--- config.mk ---
export PLATFORM = sky130hd
export DESIGN_NAME = mem_port_arbiter
export DESIGN_NICKNAME = d
export VERILOG_FILES = /design/src/rtl/mem_port_arbiter.sv
export SDC_FILE = /design/constraint.sdc
export NUM_CORES = 1
export LEC_CHECK = 0
export CORE_ASPECT_RATIO = 0.5
export CORE_MARGIN = 2
export CORE_UTILIZATION = 55
export DETAILED_ROUTE_END_ITERATION = 6
export DONT_BUFFER_PORTS = 1
export PLACE_DENSITY = 0.7
export SETUP_SLACK_MARGIN = 0.3
export SYNTH_ARGS = -nofsm -noshare
export SYNTH_HDL_FRONTEND = slang
export SYNTH_SLANG_ARGS = --single-unit
--- constraint.sdc ---
create_clock -name clk -period 3.15 [get_ports clk]
set_input_delay 0 -clock clk [delete_from_list [all_inputs] [get_ports clk]]
set_output_delay 0 -clock clk [all_outputs]
set_load 0.1 [all_outputs]
--- src/rtl/mem_port_arbiter.sv ---
`default_nettype none
// ============================================================================
//  Module      : mem_port_arbiter
//  Description : Shares one single-port synchronous RAM between the CPU
//                instruction-fetch port and data port. One access at a time,
//                round-robin on conflict, one-cycle ready pulse per access.
//  Revision    : 1.0 - initial release
// ============================================================================
module mem_port_arbiter #(
    parameter int ADDR_W      = 32,
    parameter int DATA_W      = 32,
    parameter int RAM_LATENCY = 1
) (
    input  logic              clk,
    input  logic              rst,
    // instruction-fetch port
    input  logic              i_req,
    input  logic [ADDR_W-1:0] i_addr,
    output logic [DATA_W-1:0] i_rdata,
    output logic              i_ready,
    // data port
    input  logic              d_req,
    input  logic              d_we,
    input  logic [3:0]        d_sel,
    input  logic [ADDR_W-1:0] d_addr,
    input  logic [DATA_W-1:0] d_wdata,
    output logic [DATA_W-1:0] d_rdata,
    output logic              d_ready,
    // RAM side
    output logic              mem_ce,
    output logic              mem_we,
    output logic [3:0]        mem_sel,
    output logic [ADDR_W-1:0] mem_addr,
    output logic [DATA_W-1:0] mem_wdata,
    input  logic [DATA_W-1:0] mem_rdata,
    output logic              busy
);

    localparam logic [1:0] c_idle   = 2'd0;
    localparam logic [1:0] c_access = 2'd1;
    localparam logic [1:0] c_wait   = 2'd2;
    localparam logic [1:0] c_done   = 2'd3;

    localparam logic [3:0] c_lat    = 4'(RAM_LATENCY);

    logic [1:0] r_state;
    logic [1:0] w_next_state;
    logic [3:0] r_cnt;
    logic       r_gnt_d;     // 1: current access belongs to the data port
    logic       r_we;        // current access is a store
    logic       r_last_d;    // 1: last grant went to the data port
    logic       w_any_req;
    logic       w_grant_d;
    logic       w_capture;

    // Data port wins when alone, or on conflict when the fetch port had the
    // previous grant (reset leaves last grant = fetch, so first conflict -> D).
    assign w_any_req = i_req | d_req;
    assign w_grant_d = d_req & (~i_req | ~r_last_d);
    assign w_capture = (r_state == c_wait) && (r_cnt == 4'd1);

    // State register
    always_ff @(posedge clk) begin
        if (rst) begin
            r_state <= c_idle;
        end else begin
            r_state <= w_next_state;
        end
    end

    // Next-state decode: IDLE -> ACCESS -> WAIT -> DONE -> IDLE
    always_comb begin
        w_next_state = r_state;
        case (r_state)
            c_idle:   if (w_any_req) w_next_state = c_access;
            c_access: w_next_state = c_wait;
            c_wait:   if (r_cnt == 4'd1) w_next_state = c_done;
            c_done:   w_next_state = c_idle;
            default:  w_next_state = c_idle;
        endcase
    end

    // Registered datapath and outputs, updated per state
    always_ff @(posedge clk) begin
        if (rst) begin
            r_cnt     <= 4'd0;
            r_gnt_d   <= 1'b0;
            r_we      <= 1'b0;
            r_last_d  <= 1'b0;
            i_rdata   <= '0;
            d_rdata   <= '0;
            i_ready   <= 1'b0;
            d_ready   <= 1'b0;
            mem_ce    <= 1'b0;
            mem_we    <= 1'b0;
            mem_sel   <= 4'b0000;
            mem_addr  <= '0;
            mem_wdata <= '0;
            busy      <= 1'b0;
        end else begin
            case (r_state)
                c_idle: begin
                    if (w_any_req) begin
                        // Launch the access directly into the RAM-side registers
                        // so mem_ce appears in the cycle after the grant.
                        mem_ce   <= 1'b1;
                        busy     <= 1'b1;
                        r_gnt_d  <= w_grant_d;
                        r_last_d <= w_grant_d;
                        if (w_grant_d) begin
                            r_we      <= d_we;
                            mem_we    <= d_we;
                            mem_sel   <= d_sel;
                            mem_addr  <= d_addr;
                            mem_wdata <= d_wdata;
                        end else begin
                            r_we      <= 1'b0;
                            mem_we    <= 1'b0;
                            mem_sel   <= 4'b1111;
                            mem_addr  <= i_addr;
                        end
                    end
                end
                c_access: begin
                    mem_ce <= 1'b0;
                    mem_we <= 1'b0;
                    r_cnt  <= c_lat;
                end
                c_wait: begin
                    r_cnt <= r_cnt - 4'd1;
                    if (w_capture) begin
                        if (r_gnt_d) begin
                            if (!r_we) d_rdata <= mem_rdata;
                            d_ready <= 1'b1;
                        end else begin
                            i_rdata <= mem_rdata;
                            i_ready <= 1'b1;
                        end
                    end
                end
                c_done: begin
                    i_ready <= 1'b0;
                    d_ready <= 1'b0;
                    busy    <= 1'b0;
                end
                default: begin
                    i_ready <= 1'b0;
                    d_ready <= 1'b0;
                    mem_ce  <= 1'b0;
                    mem_we  <= 1'b0;
                    busy    <= 1'b0;
                end
            endcase
        end
    end

endmodule
`default_nettype wire

==> results.py, run 1 <==
metrics = {
    "run_status": {
        "run_status": "finished clean",
    },
    "critical_path": {
        "cp.required_ps": 3520,
        "crit_type": "flop to flop",
        "rr_worst_depth": 5,
        "critPathMaxFanout": 26,
        "crit_chain": "a21bo_2, buf_4, o21ai_0, a21oi_1, dlygate4sd3_1",
        "slowest_delay_ps": 800,
        "endpoint_kind": "flop",
        "reg2reg_to": "mem_wdata[12]",
        "critPathTopFamily": "buffers and inverters",
        "cp_data_arrival_time_ps": 3070,
        "startpoint_type": "flop",
        "timing.rr.start": "r_last_d",
        "slowest_stage": "dfxtp_1",
        "reg2reg_slack_ps": 460,
        "path_buf_inv": 2,
    },
    "pwr": {
        "power.switching_w": 0.00408,
        "combPwrFrac_pct": 44.8,
        "vdd_drop_max_v": 0.000584,
        "cellPowerDensity_nw_per_um2": 966,
        "clock_power_share_pct": 24.5,
        "p_seq_share_pct": 30.7,
        "internal_power_w": 0.00424,
        "leakage_nw": 3.40,
        "p_sw_share_pct": 49.1,
    },
    "timing": {
        "setup_viol": 0,
        "finalCriticalPeriod_ps": 2690,
        "tightest_slew_ps": 1090,
        "slew_viol_final": 0,
        "final.setup_skew_ps": 17.0,
        "fin_ws_ps": 455,
        "finalCritPeriodShare_pct": 85.5,
        "hold_ws_ps": 153,
        "final_hold_viol_count": 0,
        "timing.slew.headroom_pct": 27.5,
        "tns_ps": 0,
        "rsz0062_at_grt": "false",
        "fmax_mhz": 371,
    },
    "route": {
        "vias": 6496,
        "vias_per_cell": 6.05,
        "drt-pass1-iter-count": 6,
        "antenna_left": 0,
        "wl_per_cell_um": 18.9,
        "drc_errors": 0,
        "wirelength_um": 20300,
        "drt_iter0_markers": 597,
    },
    "synthesis": {
        "synth_edf_count": 0,
        "syn-cell-area_um2": 5750,
        "mappedNetlistNets": 854,
        "yosysMostFrequentCell": "dfxtp_1",
        "yosysUniqueCellTypes": 34,
        "synth_cells": 710,
        "synth-seq-area-share_pct": 50.5,
        "synth-async-reset-ratio_pct": 0,
        "yosys-top-cells-area": "dfxtp_1, o21ai_0, a21oi_1, nand3_1, nand2_1",
        "synth_area_per_cell_um2": 8.10,
        "yosysTopAreaCell": "dfxtp_1",
        "ys_warn_count": 0,
        "synthTopCellsByCount": "dfxtp_1, o21ai_0, a21oi_1",
        "ys_ff_latch": 145,
        "netlist.area_leader.share_pct": 50.5,
        "synthFlopType": "dfxtp_1",
    },
    "floorplan": {
        "dieArea_um2": 11300,
        "start_util_pct": 56.5,
        "core_area_um2": 10200,
        "ioPinCount": 274,
        "die_w_um": 149,
        "die_h_um": 76.3,
        "row_count": 26,
    },
    "placement": {
        "pre_cts_ws_ps": 817,
        "place_congestion": 0.823,
        "dp_hpwl_um": 10500,
        "io_buffers": 0,
    },
    "clock_tree": {
        "cts_buffer_depth": 2,
        "cts-htree-levels": 4,
        "clock_latency_ps": 420,
        "cts_sinks": 145,
        "numCtsBuffers": 17,
        "clk_pin_slew_ps": 70,
        "cts_root_buf": "clkbuf_16",
        "cts_tree": "built",
    },
    "grt": {
        "grt_pass1_wl_um": 31600,
        "antenna_found_initial": 0,
        "grt_usage_pct": 34.8,
        "grt_overflow": 0,
        "grt_pass1_vias": 6088,
        "grt_max_degree": 109,
    },
    "cells_and_area": {
        "n_antenna_cell": 0,
        "syn_to_final_growth_pct": 49.9,
        "final_util_pct": 84.7,
        "nNetsFinal": 1065,
        "drive_gt1_share_pct": 18.6,
    },
    "worst_hold_path": {
        "hold_path.class": "input pin to flop",
        "min_from": "d_req",
        "hold_depth": 3,
        "hold-path-endpoint": "mem_ce",
    },
    "job": {
        "maxCapViolCount": 0,
    },
}
## power by group through the flow
stage               combinational (W)  sequential [W]  clock, W
finish                        0.00373         0.00256   0.00204
global route                  0.00390         0.00259   0.00214
CTS                           0.00360         0.00253   0.00204
detailed placement            0.00326         0.00257         0
global placement              0.00324         0.00256         0
floorplan                    0.000962         0.00426         0
## routing by layer
metal | global-route usage [%] | share of wire (%) | vias to the layer above
met5 | 0 | 0 | -
li1 | - | - | 2955
met3 | 8.98 | 8.9 | 90
met1 | 42.3 | 38 | 3032
met2 | 57.0 | 48 | 419
met4 | 18.3 | 4.6 | 0
## layout make-up
cell class,instances,area (um2)
sequential,145,2900
multi-input combinational,481,2530
timing repair buffer,265,2370
fill,552,1560
clock buffer,19,443
tap,140,175
clock inverter,13,153
inverter,10,41.3
timing repair inverter,1,5.00
## through the flow
| stage | total power [W] | cells | area, um2 |
|---|---|---|---|
| floorplan | 0.00522 | 710 | 5750 |
| global placement | 0.00580 | 902 | 6610 |
| detailed placement | 0.00583 | 902 | 6610 |
| CTS | 0.00818 | 1073 | 8610 |
| global route | 0.00862 | 1074 | 8620 |
| finish | 0.00833 | 1074 | 8620 |
## worst max-delay path by stage
stage / slack (ps) / cells past startpoint / from / to
final: 460 / 5 / r_last_d / mem_wdata[12]
after global routing: 320 / 5 / r_last_d / mem_wdata[12]
after CTS: 570 / 5 / r_last_d / mem_addr[20]
after detailed placement: 820 / 4 / r_last_d / d_rdata[24]
after global placement: 860 / 4 / r_last_d / d_rdata[7]
after floorplan: 1530 / 4 / r_cnt[0] / d_ready
## logic make-up after synthesis
family          count (synthesis)  share of synthesized area (%)
simple gates                  189                           15.6
flops                         145                           50.5
compound gates                284                           26.4
buf+inv                        84                           5.85
mux                             1                          0.174
fa+ha+maj                       7                           1.52
## timing repair
action | 4_1_cts | 5_1_grt
hold buffers | 139 | 0
setup buffers | 0 | 0
endpoints found under the setup margin | 0 | 1
gates resized for setup | 0 | 1
hold endpoints to repair | 144 | 0
## worst register-to-register path: stages (launching register included)
cell,delay (ps)
dfxtp_1,800
a21bo_2,530
buf_4,370
o21ai_0,190
a21oi_1,210
dlygate4sd3_1,560
## cell usage in the layout, fill, tap and decap left out, drive strengths merged, types with 2 or more instances in the layout
cell type	instances
clkinv	2
nor2b	2
a21oi	103
dfxtp	145
bufinv	2
nor2	3
o21ai	134
buf	127
clkbuf	19
o211ai	2
nand4b	2
ha	7
nand2	73
inv	13
nor3	2
clkinvlp	7
or4b	2
dlygate4sd3	138
o221a	4
a31oi	34
nand3	98
## sequential cells by signal, indices dropped and copies added (netlist names), 2 cells and up
register   cells
d_rdata       32
i_rdata       32
mem_addr      32
mem_sel        4
mem_wdata     32
r_cnt          4
r_state        2
No activity file was read; power rests on OpenSTA's default activity.
==> inputs of run 2 (changes only) <==
REMOVE_ABC_BUFFERS = 1   (was not set)
==> run 2 against run 1 <==
Combinational power rose by 1%. Worst hold slack worse by 160 ps. The flow now finishes with violations (design-rule violations, negative hold slack). Clock power fell by 2%. Clock-buffer cell count unchanged. Critical endpoint is now mem_addr[12]. Register-to-register slack improved by 99 ps. Maximum frequency up 3.8%. Largest power group unchanged.
==> results.py, run 2 (synthesized netlist as in run 1, its figures left out) <==
metrics = {
    "clock_tree": {
        "clk_pin_slew_ps": 60,
        "cts_root_buf": "clkbuf_16",
        "cts_resized": 0,
        "cts_buffer_depth": 2,
        "post_cts_buffers": 0,
        "cts_tree": "built",
        "ctsHoldBuffers": 148,
        "clock_latency_ps": 410,
        "numCtsBuffers": 17,
        "cts-htree-levels": 4,
        "cts_sinks": 145,
    },
    "worst_hold_path": {
        "hold_depth": 2,
        "hold_path.class": "input pin to flop",
    },
    "floorplan": {
        "start_util_pct": 56.5,
        "dieArea_um2": 11300,
        "ioPinCount": 274,
        "die_h_um": 76.3,
        "row_count": 26,
        "die_w_um": 149,
        "core_area_um2": 10200,
    },
    "timing": {
        "finalCritPeriodShare_pct": 82.4,
        "setup_viol": 0,
        "tightest_slew_ps": 1170,
        "slew_viol_final": 0,
        "final_hold_viol_count": 1,
        "timing.slew.headroom_pct": 22.2,
        "rsz0062_at_grt": "false",
        "fmax_mhz": 385,
        "final.setup_skew_ps": 13.5,
        "finalCriticalPeriod_ps": 2600,
        "hold_ws_ps": -3.32,
    },
    "run_status": {
        "run_status": "complete, but fails checks",
        "violations": "design-rule violations, negative hold slack",
    },
    "grt": {
        "grt_pass1_vias": 6140,
        "antenna_found_initial": 0,
        "grt_pass1_wl_um": 32600,
        "grt_overflow": 0,
        "grt_max_degree": 109,
        "grt_usage_pct": 36.1,
    },
    "placement": {
        "io_buffers": 0,
        "place_area_um2": 6550,
        "dp_hpwl_um": 10500,
        "place_inst": 894,
        "place_congestion": 0.784,
    },
    "critical_path": {
        "crit_type": "flop to flop",
        "rr_worst_depth": 7,
        "startpoint_type": "flop",
        "critPathMaxFanout": 64,
        "endpoint_kind": "flop",
        "cp.required_ps": 3510,
        "cp_data_arrival_time_ps": 2950,
    },
    "route": {
        "drt-pass1-iter-count": 7,
        "drc_errors": 2,
        "vias_per_cell": 6.13,
        "wirelength_um": 21100,
        "drt_iter0_markers": 667,
        "antenna_left": 0,
        "wl_per_cell_um": 19.7,
        "vias": 6579,
    },
    "pwr": {
        "clock_power_share_pct": 23.9,
        "p_sw_share_pct": 48.9,
        "combPwrFrac_pct": 45.2,
        "power.switching_w": 0.00408,
        "leakage_nw": 3.38,
        "cellPowerDensity_nw_per_um2": 968,
        "power_w": 0.00834,
        "vdd_drop_max_v": 0.000690,
        "internal_power_w": 0.00426,
        "p_seq_share_pct": 30.9,
    },
    "cells_and_area": {
        "drive_gt1_share_pct": 17.5,
        "final_cell_mix": "dlygate4sd3_1, dfxtp_1, o21ai_0",
        "nNetsFinal": 1065,
        "final_common_cell": "dlygate4sd3_1",
        "final_area_um2": 8620,
        "n_antenna_cell": 0,
        "fin_cells": 1073,
        "syn_to_final_growth_pct": 49.9,
    },
    "job": {
        "maxCapViolCount": 0,
    },
}
==> run 2: path summary, 6_finish.rpt <==
check / from / end / slack [ps]
max: r_state[0] / mem_addr[12] / 550
min: rst / mem_wdata[19] / -3
max reg2reg: r_state[0] / mem_addr[12] / 550
min reg2reg: r_we / r_we / 470
==> run 2: critical path, stage by stage, from the launching register on <==
cell and delay (ps):
dfxtp_1 320, inv_1 120, ha_1 210, o21a_2 250, buf_4 510, o21ai_0 240, a31oi_1 290, dlygate4sd3_1 580
==> run 2: area by class of cell <==
type / instances / area (um2)
fill: 557 / 1560
timing repair buffer: 266 / 2400
sequential: 145 / 2900
tap: 140 / 175
clock inverter: 12 / 133
clock buffer: 19 / 443
inverter: 10 / 37.5
multi-input combinational: 481 / 2530
==> run 2: power groups by stage <==
stage                     combinational (W)  sequential [W]  clock [W]
after floorplan                    0.000817         0.00428          0
after global placement              0.00324         0.00258          0
after detailed placement            0.00326         0.00259          0
after CTS                           0.00365         0.00255    0.00200
after global routing                0.00393         0.00260    0.00207
final                               0.00377         0.00257    0.00200
==> run 2: through the flow <==
step | hold WS [ps] | worst slack (ps) | utilization [%] | TNS (ps)
final | -3.32 | 555 | 84.7 | 0
after global routing | 36.3 | 324 | 84.7 | 0
after CTS | 2.17 | 634 | 84.7 | 0
after detailed placement | 78.3 | 791 | 64.3 | 0
after global placement | 74.9 | 897 | 64.3 | 0
after floorplan | 69.1 | -649 | - | -14470
==> run 2: layer usage <==
| metal | vias up | routed length, um | GRT usage [%] |
|---|---|---|---|
| met4 | 0 | 705 | 15.2 |
| met2 | 424 | 10800 | 62.9 |
| met1 | 3123 | 7690 | 42.5 |
| li1 | 2958 | - | - |
| met3 | 74 | 1930 | 9.28 |
| met5 | - | 0 | 0 |
